## src/rtl/handshake_tx.sv

```systemverilog
// Transmit side of a four-phase req/ack handshake: accepts a word over valid/ready,
// holds it on data_out and runs req/ack through an internal ack synchronizer.
// Optional per-phase timeout is enabled by defining HANDSHAKE_TX_TIMEOUT_EN.
module handshake_tx #(
  parameter int WIDTH          = 8,
  parameter int SYNC_STAGES    = 2,
  parameter int TIMEOUT_CYCLES = 255
) (
  input  logic             clk,
  input  logic             rst,
  input  logic             in_valid,
  output logic             in_ready,
  input  logic [WIDTH-1:0] in_data,
  output logic             req_out,
  output logic [WIDTH-1:0] data_out,
  input  logic             ack_in,
  output logic             busy,
  output logic             timeout_err
);

  typedef enum logic [1:0] {
    IDLE   = 2'd0,
    LOAD   = 2'd1,
    REQ_HI = 2'd2,
    REQ_LO = 2'd3
  } state_e;

  state_e                 state_q, state_d;
  logic                   req_q, req_d;
  logic [WIDTH-1:0]       data_q, data_d;
  logic [SYNC_STAGES-1:0] sync_q;
  logic                   ack_sync;

`ifdef HANDSHAKE_TX_TIMEOUT_EN
  localparam int CNT_W = $clog2(TIMEOUT_CYCLES + 1);
  localparam logic [CNT_W-1:0] CNT_LAST = CNT_W'(TIMEOUT_CYCLES - 1);

  logic [CNT_W-1:0] cnt_q, cnt_d;
  logic             terr_q, terr_d;
  logic             phase_expired;

  assign phase_expired = (cnt_q == CNT_LAST);
`endif

  // ack_in is asynchronous; only the last synchronizer stage is ever observed.
  always_ff @(posedge clk or posedge rst) begin
    if (rst) begin
      sync_q <= '0;
    end else begin
      sync_q <= {sync_q[SYNC_STAGES-2:0], ack_in};
    end
  end

  assign ack_sync = sync_q[SYNC_STAGES-1];

  always_ff @(posedge clk or posedge rst) begin
    if (rst) begin
      state_q <= IDLE;
      req_q   <= 1'b0;
      data_q  <= '0;
`ifdef HANDSHAKE_TX_TIMEOUT_EN
      cnt_q   <= '0;
      terr_q  <= 1'b0;
`endif
    end else begin
      state_q <= state_d;
      req_q   <= req_d;
      data_q  <= data_d;
`ifdef HANDSHAKE_TX_TIMEOUT_EN
      cnt_q   <= cnt_d;
      terr_q  <= terr_d;
`endif
    end
  end

  always_comb begin
    state_d = state_q;
    data_d  = data_q;
`ifdef HANDSHAKE_TX_TIMEOUT_EN
    terr_d  = 1'b0;
`endif
    case (state_q)
      IDLE: begin
        if (in_valid) begin
          data_d  = in_data;
          state_d = LOAD;
        end
      end
      LOAD: begin
        state_d = REQ_HI;
      end
      REQ_HI: begin
        if (ack_sync) begin
          state_d = REQ_LO;
        end
`ifdef HANDSHAKE_TX_TIMEOUT_EN
        else if (phase_expired) begin
          state_d = REQ_LO;
          terr_d  = 1'b1;
        end
`endif
      end
      REQ_LO: begin
        if (!ack_sync) begin
          state_d = IDLE;
        end
`ifdef HANDSHAKE_TX_TIMEOUT_EN
        else if (phase_expired) begin
          state_d = IDLE;
          terr_d  = 1'b1;
        end
`endif
      end
      default: begin
        state_d = IDLE;
      end
    endcase

    // req rises on entry to REQ_HI and falls on leaving it, one flop after the decision.
    req_d = (state_d == REQ_HI);

`ifdef HANDSHAKE_TX_TIMEOUT_EN
    if (state_d != state_q || (state_q != REQ_HI && state_q != REQ_LO)) begin
      cnt_d = '0;
    end else begin
      cnt_d = cnt_q + 1'b1;
    end
`endif
  end

  always_comb begin
    in_ready = (state_q == IDLE);
    busy     = (state_q != IDLE);
  end

  assign req_out  = req_q;
  assign data_out = data_q;

`ifdef HANDSHAKE_TX_TIMEOUT_EN
  assign timeout_err = terr_q;
`else
  assign timeout_err = 1'b0;
`endif

endmodule

```

## config.mk

```make
export PLATFORM = sky130hd
export DESIGN_NAME = handshake_tx
export DESIGN_NICKNAME = d
export VERILOG_FILES = /design/src/rtl/handshake_tx.sv
export SDC_FILE = /design/constraint.sdc
export NUM_CORES = 1
export LEC_CHECK = 0
export ABC_AREA = 1
export CAP_MARGIN = 20
export CORE_MARGIN = 8
export CORE_UTILIZATION = 34
export CTS_CLUSTER_DIAMETER = 120
export CTS_CLUSTER_SIZE = 14
export DETAILED_ROUTE_END_ITERATION = 10
export GPL_ROUTABILITY_DRIVEN = 0
export PLACE_DENSITY = 0.72
export SYNTH_ARGS = -nofsm -noshare
export SYNTH_HDL_FRONTEND = slang
export SYNTH_SLANG_ARGS = --single-unit
```

## constraint.sdc

```tcl
create_clock -name clk -period 0.8 [get_ports clk]
set_input_delay 0.16 -clock clk [delete_from_list [all_inputs] [get_ports clk]]
set_output_delay 0.16 -clock clk [all_outputs]
set_load 0.05 [all_outputs]
```

# --- Word level (Yosys, flattened, before mapping) ---
# Cells that the tools add are included.
classes:
  reduce_logical: 3
  muxes: 4
  eq_ne: 4
ops:
  columns: ["op", "count"]
  rows:
  - ["$pmux W2 S4", 1]
  - ["$eq A2 B2 Y1 const B", 3]
  - ["$mux W2", 3]
  - ["$eq A2 B1 Y1 const B", 1]
  - ["$logic_not A2 Y1", 1]
  - ["$reduce_and A2 Y1", 1]
  - ["$reduce_bool A2 Y1", 1]
totals:
  reg_bits: 13
  out_inout_bits: 12
  inputBits: 12

# --- Logic depth before layout (Yosys ltp) ---
# Gate-level depths: netlist of run 1.
logic_depth:
  depth_word: 3
  mapped_depth: 5
  mapped_depth_nobuf: 4

# --- Least setup slack after synthesis of run 1 ---
# No wires, ideal clock.
synth_timing:
  kind: "reg2reg"
  startpoint: "register state_q[0]"
  endpoint: "register req_q (netlist: req_out)"
  slack_ns: -0.262
  required_ns: 0.687
  arrival_ns: 0.949
  n_path_buf: 1
  stages_incl_launch_ff: 6
  cell_sequence: "dfrtp_1 nor2_2 buf_6 inv_4 nand2_4 nor2_2"
synth_via:
  elab_chain_cells: 3
  word_cells_on_any_way: 9
synth_rtl:
  columns: ["item", "line_no", "rtl"]
  rows:
  - ["start, declared", "28", "state_e state_q, state_d;"]
  - ["start signal, assigned", "66", "state_q <= state_d;"]
  - ["$logic_not A2 Y1", null, null]
  - ["named net in_ready", "12", "output logic in_ready,"]
  - ["$pmux W2 S4", "82", "case (state_q)"]
  - ["$eq A2 B2 Y1", "120", "req_d = (state_d == REQ_HI);"]
  - ["named net req_d", "29", "logic req_q, req_d;"]
  - ["end signal, assigned", "67", "req_q <= req_d;"]
  - ["end, declared", "29", null]
# The timed path passes the listed nets, and every way through them passes these cells.
# A chain may end at the register's enable or synchronous reset.

# --- Final worst setup path of run 1 ---
layout_timing:
  startpoint: "register state_q[1]"
  endpoint: "output busy"
layout_via:
  elab_chain_cells: 1
layout_rtl:
  columns: ["item", "line_no", "rtl"]
  rows:
  - ["$reduce_bool A2 Y1", "133", "busy = (state_q != IDLE);"]
  - ["end, declared", "17", "output logic busy,"]
# Every way passes these cells.

==> results of run 1 <==
==> cell families (layout without fill, tap and decap cells) <==
family                 count (synthesis)  in the layout  share of synthesized area
AND/OR/NAND/NOR                       31             31                      0.275
flip-flops                            13             13                      0.627
buffers and inverters                  8             46                     0.0916
other                                  1              1                    0.00722
==> cells in the final DEF (no fill, tap or decap), types with 2 or more instances in the layout <==
master / netlist / layout
buf_12: 0 / 11
buf_4: 2 / 10
buf_6: 1 / 4
clkbuf_4: 0 / 3
clkdlybuf4s50_1: 0 / 11
dfrtp_1: 13 / 13
inv_1: 3 / 3
nand2_1: 18 / 10
nand2_2: 1 / 7
nand2_4: 1 / 2
nand3_1: 9 / 8
==> per-stage QoR <==
stage,utilization,total power [W]
final,0.720,0.00461
after floorplan,-,0.00238
after CTS,0.691,0.00443
after global routing,0.720,0.00480
after global placement,0.611,0.00365
after detailed placement,0.611,0.00368
==> worst min path at each step <==
stage / to / start / slack [ps] / depth (start not counted)
after global placement: sync_q[1] / sync_q[0] / 330 / 0
final: data_out[2] / rst / 190 / 3
after global routing: req_out / rst / 210 / 3
after detailed placement: sync_q[1] / sync_q[0] / 340 / 0
after CTS: data_out[2] / rst / 190 / 3
after floorplan: data_out[0] / rst / 40 / 1
==> worst max-delay path: cells and delay by family (launching register included) <==
kind / cells / cell delay (ps)
flip-flops: 1 / 410
buffers and inverters: 3 / 290
AND/OR/NAND/NOR: 1 / 150
==> timing repair <==
action | 4_1_cts | 5_1_grt
resized for setup | 11 | 7
endpoints found under the setup margin | 22 | 22
hold buffers | 0 | 0
endpoints found under the hold margin | 0 | 0
pin swaps | 1 | 1
buffers inserted | 6 | 4
==> flip-flops by register name (all words and copies together), names as in the netlist <==
name      cells
req_out       1
sync_q        2
state_q       2
data_out      8
==> area by class of cell <==
cell class                 instances  area [µm²]
multi-input combinational         32         195
tap                               16        20.0
clock buffer                       3        22.5
inverter                           5        26.3
timing repair buffer              37         465
sequential                        13         325
clock inverter                     1        5.00
fill                             108         412
==> layer usage <==
metal  part of all wire  wire, µm  GRT usage  vias to the layer above
met5                  0         0          0                        -
met4              0.013        19     0.0600                        0
met3              0.038        55     0.0241                        4
met2               0.56       803      0.157                       18
met1               0.39       565      0.119                      241
li1                   -         -          -                      237
==> power by group through the flow <==
stage,clock network (W),registers [W],logic [W]
final,0.000422,0.00119,0.00300
after floorplan,0,0.00178,0.000594
after CTS,0.000427,0.00118,0.00282
after detailed placement,0,0.00118,0.00250
after global routing,0.000455,0.00121,0.00313
after global placement,0,0.00117,0.00248
==> metrics.txt, run 1 <==
cell row count 14; Switching Fraction 0.436; Setup Skew about 2.7 ps; Area Overhead vs Synth 104%; dpl ws -298 ps; hold slack 188 ps; Die ar. 3030 µm²; Post-synth top flop dfrtp_1; VDD IR max 2.38 mV; ys async rst share 1.00; clk sinks 13; WL/cell 13.5 µm; total wire length 1440 µm; Comb power frac 0.650; crit path DAT 1130 ps; most common cell in the netlist nand2_1; max-cap check violation count 0; worst-path maximum fanout 3; Worst R2R Setup Slack -310 ps; Yosys cell types 12; Clk pwr share 0.092; Sequential Power Share 0.259; Crit. End Element output port; via/cell ratio 4.67; r2r endpoint data_out[4]; GRT Total Usage 0.0994; post-route ant nets 0; sequential area share after synthesis 0.627; failing checks negative setup slack; Leakage Power 0.520 nW; layout cells sized above 1 0.495; Starting Density 0.353; Net Count, Synth 65; DR DRC count 0; final setup fails 22; CTS root buffer clkbuf_4; Die Y-Extent 55.1 µm; fin crit share 1.62; grt ovf 0; largest net degree at the start of global routing 14; CTS Buf Count 3; Port Buffers 22; Internal 0.00260 W; initial antenna violation count 0; Critical Path Start Type register; Boundary Pins 24; final worst path period need 1290 ps; Yosys top cell by area dfrtp_1; dpl hpwl a little over 1000 µm; cell area power density 4350 nW/µm²; clk_lat worst skew between 200 and 300 ps; Fmax between 700 and 800 MHz; final worst slack -495 ps; setup TNS -5900 ps; max-slew violation count 0; share of the synthesized area in the top cell type 0.627; R2R depth 6; worst path required time roughly 640 ps; commonest cells in the netlist nand2_1 (18), dfrtp_1 (13), nand3_1 (9); max incr delay on CP 410 ps; dpl cells 94; Critical Path Sink busy; RR Startpoint state_q[1]; Cell Area, Synth 519 µm²; worst hold-check path type primary input to asynchronous set/reset pin; Setup CP Type register to output port; first-pass GRT wire length 2160 µm; unrepaired setup endpoints after global routing yes; ant diodes 0; Clock Tree Buf Depth 2; number of DRC markers in iteration 0 3; H-tree depth 1; cells along the critical path nor2_4 > buf_6 > inv_8 > buf_8; syn avg cell area 9.80 µm²; Crit-path slowest cell dfrtp_1; CTS clk-pin slew, worst paths 90 ps; Finished Layout Cells 107; Yosys reg bits 13; via count 500; crit path from state_q[1]; Final Cell Area between 1000 and 1500 µm²; # nets final 104; outcome finished, violations left; CTS tree done; synth top area cells dfrtp_1 (63%), nand2_1 (13%), nand3_1 (8.7%), buf_4 (2.9%), nor2_2 (2.4%); Ys Warns 0; core area 1470 µm²; vias in the first global route between 400 and 500; Post-synth EDFFs 0; Post-DP Area 898 µm²; Die Wd around 55 µm; synthesized instance count 53; TritonRoute pass-1 iters 4; final hold viol count 0; net switching power between 0.002 and 0.0025 W
Power figures use the tool's default switching activity.
==> run 2: changes to the inputs <==
==> config.mk (replaced) <==
export PLATFORM = sky130hd
export DESIGN_NAME = handshake_tx
export DESIGN_NICKNAME = d
export VERILOG_FILES = /design/src/rtl/handshake_tx.sv
export SDC_FILE = /design/constraint.sdc
export NUM_CORES = 1
export LEC_CHECK = 0
export CAP_MARGIN = 20
export CORE_MARGIN = 8
export CORE_UTILIZATION = 33
export CTS_CLUSTER_DIAMETER = 120
export CTS_CLUSTER_SIZE = 14
export DETAILED_ROUTE_END_ITERATION = 10
export GPL_ROUTABILITY_DRIVEN = 0
export HOLD_SLACK_MARGIN = 0.1
export PLACE_DENSITY = 0.71
export SYNTH_ARGS = -nofsm -noshare
export SYNTH_HDL_FRONTEND = slang
export SYNTH_SLANG_ARGS = --single-unit
==> metrics.txt, run 2 <==
Die Y-Extent 54.6 µm (was 55.1 µm); Boundary Pins 24 (unchanged); CP most frequent cell buf_6; most common cell in the netlist dfrtp_1 (was nand2_1); # nets final 83 (was 104); Final Cell Area 1040 µm² (was 1060 µm²); grt ovf 0 (unchanged); Port Buffers 22 (unchanged); Post-synth top flop dfrtp_1 (unchanged); fin crit share 1.71 (was 1.62); final worst path period need 1370 ps (was 1290 ps); synth top area cells dfrtp_1 (66%), mux2_2 (21%), nor3b_4 (3.8%), inv_1 (2.3%), a21o_2 (1.8%) (was dfrtp_1 (63%), nand2_1 (13%), nand3_1 (8.7%), buf_4 (2.9%), nor2_2 (2.4%)); R2R depth 4 (was 6); core area 1450 µm² (was 1470 µm²); Die Wd 54.6 µm (was 55.1 µm); cell row count 14 (unchanged); Setup CP Type register to register (was register to output port); unrepaired setup endpoints after global routing yes (unchanged); VDD IR max 2.70 mV (was 2.38 mV); r2r endpoint data_out[0] (was data_out[4]); crit path DAT 1520 ps (was 1130 ps); first-pass GRT wire length 1790 µm (was 2160 µm); grt met1 use 0.106 (was 0.119); outcome finished, violations left (unchanged); Yosys reg bits 13 (unchanged); critical path buffer and inverter count 2 (was 3); Fmax 730 MHz (was 772 MHz); worst-path maximum fanout 6 (was 3); Finished Layout Cells 86 (was 107); sequential area share after synthesis 0.662 (was 0.627); GR peak layer met2 (unchanged); WL/cell 14.3 µm (was 13.5 µm); Die ar. 2980 µm² (was 3030 µm²); number of flip-flops in the largest register 8 (unchanged); vias in the first global route 402 (was 482); ys async rst share 1.00 (unchanged); Starting Density 0.338 (was 0.353); initial antenna violation count 0 (unchanged); Leakage Power 0.495 nW (was 0.520 nW); layout cells sized above 1 0.600 (was 0.495); max-slew violation count 0 (unchanged); DR DRC count 0 (unchanged); hold slack 184 ps (was 188 ps); syn avg cell area 15.4 µm² (was 9.80 µm²); Hold Buf Count CTS 0 (unchanged); final hold viol count 0 (unchanged); Multi-input gate area 196 µm² (was 195 µm²); final worst slack -569 ps (was -495 ps); Yosys top cell by area dfrtp_1 (unchanged); storage element area 327 µm² (was 325 µm²); Post-synth EDFFs 0 (unchanged); final setup fails 22 (unchanged); commonest cells in the netlist dfrtp_1 (13), mux2_2 (9), inv_1 (3) (was nand2_1 (18), dfrtp_1 (13), nand3_1 (9)); clk_lat worst skew 270 ps (was 280 ps); Post-DP Area 901 µm² (was 898 µm²); Clock Tree Buf Depth 2 (unchanged); failing checks negative setup slack (unchanged); share of the synthesized area in the top cell type 0.662 (was 0.627); Cell Area, Synth 492 µm² (was 519 µm²); RR Startpoint state_q[1] (unchanged); cells along the critical path buf_6 > nor3b_4 > buf_6 > mux2_4 (was nor2_4 > buf_6 > inv_8 > buf_8); via count 368 (was 500); GRT Total Usage 0.0865 (was 0.0994); Synth Area in Simple Gates 0.0585 (was 0.275); largest net degree at the start of global routing 14 (unchanged); Crit. End Element register (was output port); post-synthesis compound-gate area fraction 0.0280 (was 0); TritonRoute pass-1 iters 2 (was 4); cell area power density 4660 nW/µm² (was 4350 nW/µm²); dpl cells 75 (was 94); routing usage on met3 0.0299 (was 0.0241); number of DRC markers in iteration 0 1 (was 3); Yosys cell types 10 (was 12); Critical Path Start Type register (unchanged); Ys Warns 0 (unchanged); CTS root buffer clkbuf_4 (unchanged); worst path required time 950 ps (was 640 ps); Setup Skew 6.01 ps (was 2.72 ps); via/cell ratio 4.28 (was 4.67); mux share of post-synthesis cell area 0.206 (was 0); total wire length 1230 µm (was 1440 µm); fill count 100 (was 108); synthesized instance count 32 (was 53); post-route ant nets 0 (unchanged); Final Util 0.718 (was 0.720); Design Power 0.00486 W (was 0.00461 W); max-cap check violation count 0 (unchanged); main combinational cell family by area after synthesis multiplexers (was simple AND/OR/NAND/NOR gates); Worst R2R Setup Slack -570 ps (was -310 ps); worst hold-check path type primary input to asynchronous set/reset pin (unchanged); max incr delay on CP 430 ps (was 410 ps); CTS Buf Count 3 (unchanged); CTS clk-pin slew, worst paths 80 ps (was 90 ps); met2 usage 0.123 (was 0.157); ant diodes 0 (unchanged); CTS tree done (unchanged); clk sinks 13 (unchanged); H-tree depth 1 (unchanged); dpl hpwl 918 µm (was 1040 µm); most frequent cells in the layout dfrtp_1 (12), buf_12 (12), clkdlybuf4s50_1 (11) (was dfrtp_1 (13), clkdlybuf4s50_1 (11), buf_12 (11)); CP delay by family, top flip-flops (unchanged); Synth Area in Adders 0 (unchanged); Net Count, Synth 44 (was 65); Area Overhead vs Synth 112% (was 104%); Post-Synth XOR/XNOR Area 0 (unchanged); Crit-path slowest cell dfrtp_2 (was dfrtp_1)
==> run 2: cell count changes after synthesis, sizes merged <==
cell and change:
nand2 -20, mux2 +9, nand3 -9, buf -2, inv -2, a21o +1, a21oi +1, nor2 -1
nor2b +1, nor3b +1
==> run 2: routing by layer <==
metal	vias up	wire length [µm]
met1	178	520
li1	179	-
met2	9	623
met5	-	0
met3	2	74
met4	0	15
==> run 2: report_power, final <==
group / switching (W) / internal [W] / leakage, nW
clock: 0.000199 / 0.000193 / 0.0150
sequential: 0.000279 / 0.000939 / 0.153
combinational: 0.00144 / 0.00182 / 0.327
total: 0.00192 / 0.00295 / 0.495
==> run 2: cells by family (layout without fill, tap and decap cells) <==
group | after synthesis | after routing
other | 1 | 1
and+or+nand+nor | 3 | 3
AOI/OAI and AO/OA | 2 | 2
DFF | 13 | 13
muxes | 9 | 9
buffers and inverters | 4 | 42
==> run 2: final cells by class <==
cell class,instances,area share
timing repair buffer,35,0.444
multi-input combinational,15,0.188
tap,16,0.0192
inverter,3,0.0108
sequential,13,0.313
clock buffer,4,0.0252
==> run 2: worst min-delay path, stage by stage <==
cell,delay (ps)
clkdlybuf4s50_1,390
inv_1,90
buf_12,140
==> run 2: what timing repair did <==
action,CTS,global route
gates resized for setup,18,0
hold endpoints to repair,0,0
setup endpoints to repair,22,22
setup buffers,4,3
pin swaps,2,1
==> run 2: how the worst max path moves through the flow <==
| stage | startpoint | cells past startpoint | end | slack, ps |
|---|---|---|---|---|
| floorplan | state_q[1] | 2 | data_out[0] | -500 |
| global placement | in_valid | 4 | data_out[7] | -640 |
| detailed placement | in_valid | 4 | data_out[7] | -670 |
| CTS | state_q[1] | 4 | data_out[3] | -550 |
| global route | state_q[1] | 4 | data_out[3] | -610 |
| finish | state_q[1] | 4 | data_out[0] | -570 |
==> run 2: metrics by stage <==
step	worst slack (ps)	TNS, ps
4_1_cts	-549	-8090
5_1_grt	-605	-8830
3_3_place_gp	-636	-6300
6_report	-569	-8050
2_1_floorplan	-495	-5010
3_5_place_dp	-674	-6630
==> run 3: changes to the inputs <==
--- a/config.mk
+++ b/config.mk
@@ -12,7 +12,7 @@
 export CTS_CLUSTER_SIZE = 14
 export DETAILED_ROUTE_END_ITERATION = 10
 export GPL_ROUTABILITY_DRIVEN = 0
-export HOLD_SLACK_MARGIN = 0.1
+export HOLD_SLACK_MARGIN = 0.03
 export PLACE_DENSITY = 0.71
 export SYNTH_ARGS = -nofsm -noshare
 export SYNTH_HDL_FRONTEND = slang
==> results of run 3 <==
Same layout as run 2: the final DEF is identical, and so are final timing and power.
